## config.mk

```make
export PLATFORM = sky130hd
export DESIGN_NAME = ime_partition_decision_pipe_flat
export DESIGN_NICKNAME = d
export VERILOG_FILES = /design/src/rtl/ime_partition_decision_pipe_if.sv /design/src/rtl/ime_partition_decision_pipe.sv /design/src/flat_wrapper.sv
export SDC_FILE = /design/constraint.sdc
export NUM_CORES = 1
export LEC_CHECK = 0
export CAP_MARGIN = 40
export CELL_PAD_IN_SITES_DETAIL_PLACEMENT = 1
export CELL_PAD_IN_SITES_GLOBAL_PLACEMENT = 2
export CORE_ASPECT_RATIO = 0.75
export CORE_MARGIN = 2
export CORE_UTILIZATION = 34
export CTS_CLUSTER_DIAMETER = 80
export CTS_CLUSTER_SIZE = 20
export DETAILED_ROUTE_END_ITERATION = 8
export PLACE_DENSITY = 0.87
export SLEW_MARGIN = 20
export SYNTH_ARGS = -nofsm -noshare
export SYNTH_HDL_FRONTEND = slang
export SYNTH_SLANG_ARGS = --single-unit
```

## constraint.sdc

```tcl
create_clock -name clk -period 12 [get_ports clk]
set_input_delay 1.8 -clock clk [delete_from_list [all_inputs] [get_ports clk]]
set_output_delay 1.8 -clock clk [all_outputs]
set_load 0.1 [all_outputs]
```

## src/rtl/ime_partition_decision_pipe_if.sv

```systemverilog
// IME partition decision pipe bus bundle.
// Upstream cost set, mode controls and downstream result.
interface ime_partition_decision_pipe_if #(
  parameter int COST_WIDTH  = 26,
  parameter int BIAS_WIDTH  = 8,
  parameter int PIC_X_WIDTH = 8,
  parameter int PIC_Y_WIDTH = 8,
  parameter int ACC_WIDTH   = COST_WIDTH + 8
);
  logic                   in_val_i;
  logic                   in_rdy_o;
  logic                   in_last_i;
  logic [COST_WIDTH-1:0]  cst_1nx1n_0_i;
  logic [COST_WIDTH-1:0]  cst_1nx1n_1_i;
  logic [COST_WIDTH-1:0]  cst_1nx1n_2_i;
  logic [COST_WIDTH-1:0]  cst_1nx1n_3_i;
  logic [COST_WIDTH-1:0]  cst_1nx2n_0_i;
  logic [COST_WIDTH-1:0]  cst_1nx2n_1_i;
  logic [COST_WIDTH-1:0]  cst_2nx1n_0_i;
  logic [COST_WIDTH-1:0]  cst_2nx1n_1_i;
  logic [COST_WIDTH-1:0]  cst_2nx2n_i;
  logic [5:0]             part_x_i;
  logic [5:0]             part_y_i;
  logic [PIC_X_WIDTH-1:0] ctu_x_all_i;
  logic [PIC_X_WIDTH-1:0] ctu_x_cur_i;
  logic [PIC_Y_WIDTH-1:0] ctu_y_all_i;
  logic [PIC_Y_WIDTH-1:0] ctu_y_cur_i;
  logic [5:0]             ctu_x_res_i;
  logic [5:0]             ctu_y_res_i;
  logic [3:0]             mode_en_i;
  logic [BIAS_WIDTH-1:0]  bias_2nx2n_i;
  logic [BIAS_WIDTH-1:0]  bias_2nx1n_i;
  logic [BIAS_WIDTH-1:0]  bias_1nx2n_i;
  logic [BIAS_WIDTH-1:0]  bias_1nx1n_i;
  logic                   out_val_o;
  logic                   out_rdy_i;
  logic [1:0]             out_part_o;
  logic [COST_WIDTH-1:0]  out_cst_o;
  logic                   out_last_o;
  logic [ACC_WIDTH-1:0]   out_ctu_cst_o;

  modport master (
    output in_val_i, in_last_i,
    output cst_1nx1n_0_i, cst_1nx1n_1_i,
    output cst_1nx1n_2_i, cst_1nx1n_3_i,
    output cst_1nx2n_0_i, cst_1nx2n_1_i,
    output cst_2nx1n_0_i, cst_2nx1n_1_i,
    output cst_2nx2n_i,
    output part_x_i, part_y_i,
    output ctu_x_all_i, ctu_x_cur_i,
    output ctu_y_all_i, ctu_y_cur_i,
    output ctu_x_res_i, ctu_y_res_i,
    output mode_en_i,
    output bias_2nx2n_i, bias_2nx1n_i,
    output bias_1nx2n_i, bias_1nx1n_i,
    output out_rdy_i,
    input  in_rdy_o,
    input  out_val_o, out_part_o, out_cst_o,
    input  out_last_o, out_ctu_cst_o
  );

  modport slave (
    input  in_val_i, in_last_i,
    input  cst_1nx1n_0_i, cst_1nx1n_1_i,
    input  cst_1nx1n_2_i, cst_1nx1n_3_i,
    input  cst_1nx2n_0_i, cst_1nx2n_1_i,
    input  cst_2nx1n_0_i, cst_2nx1n_1_i,
    input  cst_2nx2n_i,
    input  part_x_i, part_y_i,
    input  ctu_x_all_i, ctu_x_cur_i,
    input  ctu_y_all_i, ctu_y_cur_i,
    input  ctu_x_res_i, ctu_y_res_i,
    input  mode_en_i,
    input  bias_2nx2n_i, bias_2nx1n_i,
    input  bias_1nx2n_i, bias_1nx1n_i,
    input  out_rdy_i,
    output in_rdy_o,
    output out_val_o, out_part_o, out_cst_o,
    output out_last_o, out_ctu_cst_o
  );
endinterface

```

## src/rtl/ime_partition_decision_pipe.sv

```systemverilog
// Two-stage IME partition decision with bias, mode mask,
// backpressure and saturating per-CTU best-cost accumulator.
module ime_partition_decision_pipe #(
  parameter int COST_WIDTH  = 26,
  parameter int BIAS_WIDTH  = 8,
  parameter int PIC_X_WIDTH = 8,
  parameter int PIC_Y_WIDTH = 8,
  parameter int LCU_SIZE    = 64,
  parameter int ACC_WIDTH   = COST_WIDTH + 8
) (
  input logic clk,
  input logic rstn,
  ime_partition_decision_pipe_if.slave bus
);
  localparam int SW  = COST_WIDTH + 2;
  localparam int BW  = COST_WIDTH + 3;
  localparam int AW1 = ACC_WIDTH + 1;
  localparam logic [6:0] LCU7 = 7'(LCU_SIZE);

  // array index equals the partition code
  localparam logic [1:0] P2N2N = 2'd0;
  localparam logic [1:0] P2N1N = 2'd1;
  localparam logic [1:0] P1N2N = 2'd2;
  localparam logic [1:0] P1N1N = 2'd3;

  logic          en;
  logic [SW-1:0] sum_d [4];
  logic [BW-1:0] bc_d  [4];
  logic          bnd_x;
  logic          bnd_y;

  logic          s1_val_q;
  logic [SW-1:0] s1_sum_q [4];
  logic [BW-1:0] s1_bc_q  [4];
  logic          s1_bnd_q;
  logic [3:0]    s1_en_q;
  logic          s1_last_q;

  logic [BW-1:0]         bc_m [4];
  logic [1:0]            a_sel;
  logic [1:0]            b_sel;
  logic [1:0]            part_d;
  logic [SW-1:0]         sum_w;
  logic [COST_WIDTH-1:0] cst_d;
  logic [ACC_WIDTH-1:0]  acc_base;
  logic [AW1-1:0]        acc_sum;
  logic [ACC_WIDTH-1:0]  acc_d;

  logic                  out_val_q;
  logic [1:0]            out_part_q;
  logic [COST_WIDTH-1:0] out_cst_q;
  logic                  out_last_q;
  logic [ACC_WIDTH-1:0]  acc_q;
  logic                  prev_last_q;

  assign en           = !out_val_q || bus.out_rdy_i;
  assign bus.in_rdy_o = en;

  // mode sums, biased sums and edge-CTU boundary test
  always_comb begin
    sum_d[P2N2N] = SW'(bus.cst_2nx2n_i);
    sum_d[P2N1N] = SW'(bus.cst_2nx1n_0_i)
                 + SW'(bus.cst_2nx1n_1_i);
    sum_d[P1N2N] = SW'(bus.cst_1nx2n_0_i)
                 + SW'(bus.cst_1nx2n_1_i);
    sum_d[P1N1N] = SW'(bus.cst_1nx1n_0_i)
                 + SW'(bus.cst_1nx1n_1_i)
                 + SW'(bus.cst_1nx1n_2_i)
                 + SW'(bus.cst_1nx1n_3_i);
    bc_d[P2N2N] = BW'(sum_d[P2N2N])
                + BW'(bus.bias_2nx2n_i);
    bc_d[P2N1N] = BW'(sum_d[P2N1N])
                + BW'(bus.bias_2nx1n_i);
    bc_d[P1N2N] = BW'(sum_d[P1N2N])
                + BW'(bus.bias_1nx2n_i);
    bc_d[P1N1N] = BW'(sum_d[P1N1N])
                + BW'(bus.bias_1nx1n_i);
    // residual 0 gives LCU_SIZE, which no 6-bit offset exceeds
    bnd_x = ({1'b0, bus.part_x_i}
             > (LCU7 - {1'b0, bus.ctu_x_res_i}))
         && (bus.ctu_x_cur_i == bus.ctu_x_all_i);
    bnd_y = ({1'b0, bus.part_y_i}
             > (LCU7 - {1'b0, bus.ctu_y_res_i}))
         && (bus.ctu_y_cur_i == bus.ctu_y_all_i);
  end

  // S1: capture sums and controls when the pipe advances
  always_ff @(posedge clk) begin
    if (!rstn) begin
      s1_val_q <= 1'b0;
    end else if (en) begin
      s1_val_q  <= bus.in_val_i;
      s1_bnd_q  <= bnd_x || bnd_y;
      s1_en_q   <= bus.mode_en_i;
      s1_last_q <= bus.in_last_i;
      for (int i = 0; i < 4; i++) begin
        s1_sum_q[i] <= sum_d[i];
        s1_bc_q[i]  <= bc_d[i];
      end
    end
  end

  // decision tree, cost saturation and accumulator next value
  always_comb begin
    for (int i = 0; i < 4; i++) begin
      bc_m[i] = s1_en_q[i] ? s1_bc_q[i] : '1;
    end
    a_sel = (bc_m[P1N1N] < bc_m[P2N1N]) ? P1N1N : P2N1N;
    b_sel = (bc_m[P1N2N] < bc_m[P2N2N]) ? P1N2N : P2N2N;
    if (s1_bnd_q) begin
      part_d = P1N1N;
    end else if (s1_en_q == 4'd0) begin
      part_d = P2N2N;
    end else begin
      part_d = (bc_m[a_sel] < bc_m[b_sel]) ? a_sel : b_sel;
    end
    sum_w = s1_sum_q[part_d];
    cst_d = (|sum_w[SW-1:COST_WIDTH]) ? '1
          : sum_w[COST_WIDTH-1:0];
    acc_base = prev_last_q ? '0 : acc_q;
    acc_sum  = {1'b0, acc_base} + AW1'(cst_d);
    acc_d    = acc_sum[ACC_WIDTH] ? '1
             : acc_sum[ACC_WIDTH-1:0];
  end

  // S2: output registers and per-CTU accumulator
  always_ff @(posedge clk) begin
    if (!rstn) begin
      out_val_q   <= 1'b0;
      out_part_q  <= 2'd0;
      out_cst_q   <= '0;
      out_last_q  <= 1'b0;
      acc_q       <= '0;
      prev_last_q <= 1'b1;
    end else if (en) begin
      out_val_q <= s1_val_q;
      if (s1_val_q) begin
        out_part_q  <= part_d;
        out_cst_q   <= cst_d;
        out_last_q  <= s1_last_q;
        acc_q       <= acc_d;
        prev_last_q <= s1_last_q;
      end
    end
  end

  assign bus.out_val_o     = out_val_q;
  assign bus.out_part_o    = out_part_q;
  assign bus.out_cst_o     = out_cst_q;
  assign bus.out_last_o    = out_last_q;
  assign bus.out_ctu_cst_o = acc_q;
endmodule

```

## src/flat_wrapper.sv

```systemverilog
// flat-port wrapper written by rule: the top's interface ports become plain ports
module ime_partition_decision_pipe_flat 
#(
  parameter int COST_WIDTH  = 26,
  parameter int BIAS_WIDTH  = 8,
  parameter int PIC_X_WIDTH = 8,
  parameter int PIC_Y_WIDTH = 8,
  parameter int LCU_SIZE    = 64,
  parameter int ACC_WIDTH   = COST_WIDTH + 8
)
  (clk, rstn, bus_in_val_i, bus_in_last_i, bus_cst_1nx1n_0_i, bus_cst_1nx1n_1_i, bus_cst_1nx1n_2_i, bus_cst_1nx1n_3_i, bus_cst_1nx2n_0_i, bus_cst_1nx2n_1_i, bus_cst_2nx1n_0_i, bus_cst_2nx1n_1_i, bus_cst_2nx2n_i, bus_part_x_i, bus_part_y_i, bus_ctu_x_all_i, bus_ctu_x_cur_i, bus_ctu_y_all_i, bus_ctu_y_cur_i, bus_ctu_x_res_i, bus_ctu_y_res_i, bus_mode_en_i, bus_bias_2nx2n_i, bus_bias_2nx1n_i, bus_bias_1nx2n_i, bus_bias_1nx1n_i, bus_out_rdy_i, bus_in_rdy_o, bus_out_val_o, bus_out_part_o, bus_out_cst_o, bus_out_last_o, bus_out_ctu_cst_o);
  ime_partition_decision_pipe_if #(.COST_WIDTH(COST_WIDTH), .BIAS_WIDTH(BIAS_WIDTH), .PIC_X_WIDTH(PIC_X_WIDTH), .PIC_Y_WIDTH(PIC_Y_WIDTH), .ACC_WIDTH(ACC_WIDTH)) bus_i ();
  input logic clk;
  input logic rstn;
  input wire logic [$bits(bus_i.in_val_i)-1:0] bus_in_val_i;
  input wire logic [$bits(bus_i.in_last_i)-1:0] bus_in_last_i;
  input wire logic [$bits(bus_i.cst_1nx1n_0_i)-1:0] bus_cst_1nx1n_0_i;
  input wire logic [$bits(bus_i.cst_1nx1n_1_i)-1:0] bus_cst_1nx1n_1_i;
  input wire logic [$bits(bus_i.cst_1nx1n_2_i)-1:0] bus_cst_1nx1n_2_i;
  input wire logic [$bits(bus_i.cst_1nx1n_3_i)-1:0] bus_cst_1nx1n_3_i;
  input wire logic [$bits(bus_i.cst_1nx2n_0_i)-1:0] bus_cst_1nx2n_0_i;
  input wire logic [$bits(bus_i.cst_1nx2n_1_i)-1:0] bus_cst_1nx2n_1_i;
  input wire logic [$bits(bus_i.cst_2nx1n_0_i)-1:0] bus_cst_2nx1n_0_i;
  input wire logic [$bits(bus_i.cst_2nx1n_1_i)-1:0] bus_cst_2nx1n_1_i;
  input wire logic [$bits(bus_i.cst_2nx2n_i)-1:0] bus_cst_2nx2n_i;
  input wire logic [$bits(bus_i.part_x_i)-1:0] bus_part_x_i;
  input wire logic [$bits(bus_i.part_y_i)-1:0] bus_part_y_i;
  input wire logic [$bits(bus_i.ctu_x_all_i)-1:0] bus_ctu_x_all_i;
  input wire logic [$bits(bus_i.ctu_x_cur_i)-1:0] bus_ctu_x_cur_i;
  input wire logic [$bits(bus_i.ctu_y_all_i)-1:0] bus_ctu_y_all_i;
  input wire logic [$bits(bus_i.ctu_y_cur_i)-1:0] bus_ctu_y_cur_i;
  input wire logic [$bits(bus_i.ctu_x_res_i)-1:0] bus_ctu_x_res_i;
  input wire logic [$bits(bus_i.ctu_y_res_i)-1:0] bus_ctu_y_res_i;
  input wire logic [$bits(bus_i.mode_en_i)-1:0] bus_mode_en_i;
  input wire logic [$bits(bus_i.bias_2nx2n_i)-1:0] bus_bias_2nx2n_i;
  input wire logic [$bits(bus_i.bias_2nx1n_i)-1:0] bus_bias_2nx1n_i;
  input wire logic [$bits(bus_i.bias_1nx2n_i)-1:0] bus_bias_1nx2n_i;
  input wire logic [$bits(bus_i.bias_1nx1n_i)-1:0] bus_bias_1nx1n_i;
  input wire logic [$bits(bus_i.out_rdy_i)-1:0] bus_out_rdy_i;
  output wire logic [$bits(bus_i.in_rdy_o)-1:0] bus_in_rdy_o;
  output wire logic [$bits(bus_i.out_val_o)-1:0] bus_out_val_o;
  output wire logic [$bits(bus_i.out_part_o)-1:0] bus_out_part_o;
  output wire logic [$bits(bus_i.out_cst_o)-1:0] bus_out_cst_o;
  output wire logic [$bits(bus_i.out_last_o)-1:0] bus_out_last_o;
  output wire logic [$bits(bus_i.out_ctu_cst_o)-1:0] bus_out_ctu_cst_o;
  assign bus_i.in_val_i = bus_in_val_i;
  assign bus_i.in_last_i = bus_in_last_i;
  assign bus_i.cst_1nx1n_0_i = bus_cst_1nx1n_0_i;
  assign bus_i.cst_1nx1n_1_i = bus_cst_1nx1n_1_i;
  assign bus_i.cst_1nx1n_2_i = bus_cst_1nx1n_2_i;
  assign bus_i.cst_1nx1n_3_i = bus_cst_1nx1n_3_i;
  assign bus_i.cst_1nx2n_0_i = bus_cst_1nx2n_0_i;
  assign bus_i.cst_1nx2n_1_i = bus_cst_1nx2n_1_i;
  assign bus_i.cst_2nx1n_0_i = bus_cst_2nx1n_0_i;
  assign bus_i.cst_2nx1n_1_i = bus_cst_2nx1n_1_i;
  assign bus_i.cst_2nx2n_i = bus_cst_2nx2n_i;
  assign bus_i.part_x_i = bus_part_x_i;
  assign bus_i.part_y_i = bus_part_y_i;
  assign bus_i.ctu_x_all_i = bus_ctu_x_all_i;
  assign bus_i.ctu_x_cur_i = bus_ctu_x_cur_i;
  assign bus_i.ctu_y_all_i = bus_ctu_y_all_i;
  assign bus_i.ctu_y_cur_i = bus_ctu_y_cur_i;
  assign bus_i.ctu_x_res_i = bus_ctu_x_res_i;
  assign bus_i.ctu_y_res_i = bus_ctu_y_res_i;
  assign bus_i.mode_en_i = bus_mode_en_i;
  assign bus_i.bias_2nx2n_i = bus_bias_2nx2n_i;
  assign bus_i.bias_2nx1n_i = bus_bias_2nx1n_i;
  assign bus_i.bias_1nx2n_i = bus_bias_1nx2n_i;
  assign bus_i.bias_1nx1n_i = bus_bias_1nx1n_i;
  assign bus_i.out_rdy_i = bus_out_rdy_i;
  assign bus_in_rdy_o = bus_i.in_rdy_o;
  assign bus_out_val_o = bus_i.out_val_o;
  assign bus_out_part_o = bus_i.out_part_o;
  assign bus_out_cst_o = bus_i.out_cst_o;
  assign bus_out_last_o = bus_i.out_last_o;
  assign bus_out_ctu_cst_o = bus_i.out_ctu_cst_o;
  ime_partition_decision_pipe #(.COST_WIDTH(COST_WIDTH), .BIAS_WIDTH(BIAS_WIDTH), .PIC_X_WIDTH(PIC_X_WIDTH), .PIC_Y_WIDTH(PIC_Y_WIDTH), .LCU_SIZE(LCU_SIZE), .ACC_WIDTH(ACC_WIDTH)) u_core (.clk(clk), .rstn(rstn), .bus(bus_i));
endmodule
```

* Yosys cells after proc, flatten, opt, wreduce, memory -nomap -nowiden
Memory sizes are Yosys's and may differ from the RTL's. Index checks and enable logic that the tools add are counted.
Word-level totals: bits in registers 72, memory bits (writable) 228, bits of input ports 331, output and inout bits 65, word-level logic and storage cells 65, memories kept 2
Cells by class: add/subtract/negate cells 12, $lt $le $gt $ge 7, equality and inequality tests 2, mux-type cells 21, bitwise operators 2, reductions and logical operators 9
Memories:
- u_core.s1_bc_q | depth 4, bits a word 29, rd ports 4, clocked after Yosys merged registers in 0, wr ports 4, line ime_partition_decision_pipe.sv:34 | logic [BW-1:0] s1_bc_q [4];
- u_core.s1_sum_q | depth 4, bits a word 28, rd ports 1, clocked after Yosys merged registers in 0, wr ports 4, line ime_partition_decision_pipe.sv:33 | logic [SW-1:0] s1_sum_q [4];
Operators with widths (count):
- 29-bit 2-to-1 mux | 8
- 29-bit binary-select mux with 2-bit select | 2
- 28-bit by 8-bit adder with 29-bit output | 3
- 29-bit < comparator | 3
- 26-bit by 26-bit adder with 27-bit output | 3
- 34-bit 2-to-1 mux | 2
- 28-bit by 26-bit adder with 28-bit output | 2
- 34-bit by 26-bit adder with 35-bit output | 1
- 26-bit by 8-bit adder with 27-bit output | 1
- 26-bit 2-to-1 mux | 1
- 8-bit == test | 2
- 6-bit by 7-bit > comparator with 1-bit output | 2
- 7-bit by 6-bit subtractor with 7-bit output (first input constant) | 2
- 2-bit 2-to-1 mux | 5
- 3-bit greater-or-equal comparator (second input constant) | 2
- 2-bit NOT with 3-bit output | 2
- 4-bit zero test | 1
- 2-bit AND reduction | 2
- 1-bit 2-to-1 mux | 3
- 1-bit logical AND | 2
- 1-bit logical OR | 2
- 2-bit OR reduction | 1
- 1-bit zero test | 1

* Logic depth before layout (Yosys ltp)
An unclocked memory read counts as a cell.
depth after elaboration 17, gate-level depth with buffers 40, depth with buffers taken out 35

* Worst setup path before layout
OpenSTA, ideal clock, no wires.
path kind input to register, start in bus_out_rdy_i, end mem u_core.s1_bc_q[0][0] in the netlist's numbering, enable pin, setup time 0.613 ns, arrival time 8.114 ns, data required time 11.387 ns, setup slack 3.273 ns, cell stages on the path 3, buffers on the path 1, cells stage by stage nand2b_1 > clkbuf_1 > and2_1
RTL lines:
- start: declaration | line flat_wrapper.sv:39 | input wire logic [$bits(bus_i.out_rdy_i)-1:0] bus_out_rdy_i;
- end: declaration | line ime_partition_decision_pipe.sv:34

* Worst setup path after layout
start reg u_core.s1_en_q[2], end reg u_core.acc_q[30] (netlist: u_core.bus.out_ctu_cst_o[30])
On the way: cells in the longest elaborated chain, start to end 16, elaborated cells between the ends (all ways) 20, classes of those cells 1 x add/sub; 2 x order compare; 13 x mux; 1 x bitwise; 2 x reduce/logical; 1 x memory
RTL lines:
- start: declaration | line ime_partition_decision_pipe.sv:36 | logic [3:0] s1_en_q;
- start signal: assignment | line ime_partition_decision_pipe.sv:94 | s1_en_q <= bus.mode_en_i;
- 29-bit 2-to-1 mux | line ime_partition_decision_pipe.sv:106 | bc_m[i] = s1_en_q[i] ? s1_bc_q[i] : '1;
- 29-bit < comparator | line ime_partition_decision_pipe.sv:109 | b_sel = (bc_m[P1N2N] < bc_m[P2N2N]) ? P1N2N : P2N2N;
- 2-bit 2-to-1 mux | line ime_partition_decision_pipe.sv:109
- 2-bit NOT with 3-bit output (implied by the code) | line ime_partition_decision_pipe.sv:115 | part_d = (bc_m[a_sel] < bc_m[b_sel]) ? a_sel : b_sel;
- 29-bit binary-select mux with 2-bit select | line ime_partition_decision_pipe.sv:115
- 29-bit 2-to-1 mux (implied by the code) (2 in a row) | line ime_partition_decision_pipe.sv:115
- 29-bit < comparator | line ime_partition_decision_pipe.sv:115
- 2-bit 2-to-1 mux | line ime_partition_decision_pipe.sv:115
- 2-bit 2-to-1 mux (*) | line ime_partition_decision_pipe.sv:112 | end else if (s1_en_q == 4'd0) begin
- 2-bit 2-to-1 mux (*) | line ime_partition_decision_pipe.sv:110 | if (s1_bnd_q) begin
- memory read 4 x 28 bit (*)
- 2-bit OR reduction | line ime_partition_decision_pipe.sv:118 | cst_d = (|sum_w[SW-1:COST_WIDTH]) ? '1
- 26-bit 2-to-1 mux (*) | line ime_partition_decision_pipe.sv:118
- named net u_core.cst_d[0] | line ime_partition_decision_pipe.sv:44 | logic [COST_WIDTH-1:0] cst_d;
- 34-bit by 26-bit adder with 35-bit output (*) | line ime_partition_decision_pipe.sv:121 | acc_sum = {1'b0, acc_base} + AW1'(cst_d);
- 34-bit 2-to-1 mux (*) | line ime_partition_decision_pipe.sv:122 | acc_d = acc_sum[ACC_WIDTH] ? '1
- end signal: assignment | line ime_partition_decision_pipe.sv:133 | acc_q <= '0;
- end signal: assignment | line ime_partition_decision_pipe.sv:141 | acc_q <= acc_d;
- end: declaration | line ime_partition_decision_pipe.sv:53 | logic [ACC_WIDTH-1:0] acc_q;
Mark *: on every way through the listed nets, which the timed path passes. The rest lies on a longest branch. The select of a mux whose other input is x is not followed. A chain may end at the register's enable or synchronous reset.

==> results by group <==
Run status
  • Status: finished clean

STA
  • Final Cycle Share: 0.870
  • Period minus WS final: around 10 ns
  • Endpoints failing setup: 0
  • Hold Slack: approximately 0.48 ns
  • Fin Setup TNS: 0 ns
  • Highest clock rate: 95.8 MHz
  • Slew Limit Fails: 0
  • RSZ-0062 raised after global routing: false
  • Slew headroom: 0.410
  • Final hold viol count: 0
  • Worst clock skew: roughly 0.02 ns
  • Slew of the pin with the lowest slew margin: approximately 0.88 ns

Floorplanning
  • Initial Util: 0.342
  • Die Height: roughly 230 microns
  • Die ar.: a little over 0.07 sq mm
  • Die Span X: approximately 310 microns
  • Ports: slightly below 400
  • CORE AREA: between 0.06 and 0.07 sq mm
  • Row cnt: 84

Power and ir drop
  • Power density cells: around 170 mW/mm^2
  • Pwr Total: between 5 and 6 mW
  • Lkg Pwr: between 10 and 15 nW
  • VDD IR-drop max: 0.0962 mV

Worst setup path
  • Crit path required time: around 12 ns
  • Startpoint Class: flop
  • Family with the most delay on the worst path: compound AO/OA/AOI/OAI gates
  • Crit-path max FO: 42
  • Worst r2r path cells: 36
  • Worst R2R End: u_core.bus.out_ctu_cst_o[30]$_SDFFE_PN0P_
  • R2R setup slack: between 1.5 and 2 ns
  • Cell mode on critical path: a21o_1
  • Number of buffers and inverters on the critical path: 3
  • Reg-to-reg critical path startpoint: u_core.s1_en_q[2]$_DFFE_PP_
  • Worst Setup End Kind: flop
  • CP arrival: ~11 ns
  • CP Class: reg -> reg
  • Max incr delay on CP: slightly above 0.7 ns
  • Slowest-stage cell, CP: edfxtp_1

Detailed routing
  • Vias/cell: around 5.4
  • Drt drc: 0
  • Via count: approximately 22000
  • Wire per inst: about 22 microns
  • Remaining antenna violation count: 0
  • Drt total wl: just under 90000 microns
  • Detailed Route Iter0 Violations: roughly 1500
  • DRT Pass-1 Iters: 6

Clock network
  • Max H-tree Level: 1
  • Clock sinks: approximately 290
  • TritonCTS clock tree: yes
  • Worst-path clk slew: 0.09 ns
  • # resized after CTS: 0
  • Largest buffer count on any clock path: 3
  • Post-CTS Hold Buffers: 0
  • CTS buffer count: 19
  • Root Buffer: clkbuf_16
  • Post-CTS setup buffers: 0
  • Clock latency at the later pin of the worst-skew pair: between 0.5 and 0.6 ns

Layout
  • Area grow syn2layout: 29.3%
  • Sequential standard cell area: roughly 0.008 sq mm
  • Area of the multi-input gates: approximately 0.015 sq mm
  • Non-Filler Instances: around 4000
  • Filler cell count: roughly 8000
  • Final net count: roughly 3700
  • Layout cells sized above 1: 0.0513
  • Final core area utilization: 0.442

Yosys
  • Leading area contributor after synthesis: edfxtp_1
  • Synth area leaders: edfxtp_1 28%, ha_1 14%, dfxtp_1 5.5%
  • Top-area cell type share of the netlist area: 0.284
  • EDFF count, synth: ~230
  • Cells after Synth: 2594
  • Mean post-synth cell area: between 9 and 10 sq um
  • #FFs+latches synth: between 200 and 300
  • Netlist cell types: between 80 and 90
  • Ys async rst share: 0
  • Syn Nets: between 3000 and 4000
  • Sequential fraction of the synthesis area: 0.340
  • Commonest cells in the netlist: 260 x ha_1, 230 x inv_1, 226 x edfxtp_1
  • Top_reg_cell synth: edfxtp_1
  • Synth Warn #: 0
  • Top-count cell post-synth: ha_1
  • Synthesized area: roughly 0.024 sq mm

Placed design
  • Dpl hpwl: just over 70000 microns
  • I/O Buffers: between 300 and 400
  • GPL Wtd Cong: 0.887
  • Cells after DPL: between 3000 and 4000

GRT
  • First-pass GRT wire length: roughly 130000 microns
  • GRT Resource Usage Total: 0.234
  • Initial antenna violation count: 12
  • Vias in the first global route: 22700
  • Grt ovf: 0
  • Largest net degree at the start of global routing: 69

Hold path
  • Hold Path Origin: u_core.bus.out_last_o$_SDFFE_PN0P_
  • Hold WC Path Type: reg -> reg
  • Hold path endpoint: u_core.bus.out_last_o$_SDFFE_PN0P_
  • Cells on Worst Hold Path: 2

Run
  • Maxcap violations: 0
[layer usage]
metal | global-route usage | vias up | wire [microns]
met3 | 0.0243 | 137 | 3740
met4 | 0.0700 | 0 | 2980
li1 | - | 10300 | -
met1 | 0.326 | 10600 | 39900
met5 | 0 | - | 0
met2 | 0.383 | 526 | 39900
[power by group]
group,internal [mW],switching (mW),total [mW]
sequential,1.38,0.107,1.49
clock,0.331,0.365,0.696
combinational,1.13,1.78,2.91
total,2.84,2.25,5.09
[worst max-delay path by stage]
stage | endpoint | start | slack, ns | cells past startpoint
2_1_floorplan | u_core.s1_bc_q[0][0]$_DFFE_PP_ | bus_out_rdy_i | 3.27 | 3
3_3_place_gp | u_core.bus.out_ctu_cst_o[30]$_SDFFE_PN0P_ | u_core.s1_en_q[2]$_DFFE_PP_ | 1.67 | 35
3_5_place_dp | u_core.bus.out_ctu_cst_o[30]$_SDFFE_PN0P_ | u_core.s1_en_q[2]$_DFFE_PP_ | 1.01 | 34
4_1_cts | u_core.bus.out_ctu_cst_o[30]$_SDFFE_PN0P_ | u_core.s1_en_q[2]$_DFFE_PP_ | 0.94 | 34
5_1_grt | u_core.bus.out_ctu_cst_o[30]$_SDFFE_PN0P_ | u_core.s1_en_q[2]$_DFFE_PP_ | 0.81 | 37
6_report | u_core.bus.out_ctu_cst_o[30]$_SDFFE_PN0P_ | u_core.s1_en_q[2]$_DFFE_PP_ | 1.57 | 36
[layout make-up]
| class | instances | area share |
|---|---|---|
| multi-input combinational | 1997 | 0.474 |
| sequential | 292 | 0.263 |
| timing repair buffer | 489 | 0.177 |
| tap | 946 | 0.0384 |
| inverter | 231 | 0.0281 |
| clock buffer | 29 | 0.0176 |
| clock inverter | 4 | 0.00142 |
| antenna | 11 | 0.000892 |
[stage by stage]
step	setup slack [ns]	area [sq um]
final	1.57	30900
after global routing	0.805	30800
after CTS	0.941	30700
after detailed placement	1.01	30100
after global placement	1.67	28900
after floorplan	3.27	23900
[cells by family after synthesis]
group,after synthesis,synth area share
AOI/OAI and AO/OA,706,0.193
xor gates and xnor gates,223,0.0821
adders and majority gates,295,0.166
buffers and inverters,305,0.0484
DFF,292,0.340
muxes,9,0.00388
and+or+nand+nor,764,0.167
[tightest hold or removal path, stage by stage, from the launching register on]
cell and delay [ns]:
dfxtp_1 0.33, nand2_1 0.05, a21oi_1 0.05
[layout by cell type, fill, tap and decap left out, types with 28 or more instances in the layout]
cell type	n
clkdlybuf4s50_1	395
ha_1	260
inv_1	230
edfxtp_1	226
a21oi_1	217
nand2_1	169
nor2_1	145
xnor2_1	141
o21ai_0	133
nor2b_1	106
xor2_1	81
a21o_1	76
nand2b_1	70
dfxtp_1	66
nand3_1	55
nor3_1	52
buf_8	49
fa_1	35
nand4_1	34
and3_1	30
o21a_1	28
o221ai_1	28
[registers in the layout, summed over array words and instances (netlist names)]
name,count
u_core.s1_val_q,1
u_core.s1_bnd_q,1
u_core.prev_last_q,1
u_core.s1_last_q,1
u_core.bus.out_val_o,1
u_core.bus.out_part_o,2
u_core.s1_en_q,4
u_core.bus.out_last_o,1
u_core.bus.out_ctu_cst_o,34
u_core.bus.out_cst_o,26
u_core.s1_bc_q,112
u_core.s1_sum_q,108
(Power assumes the default switching activity.)
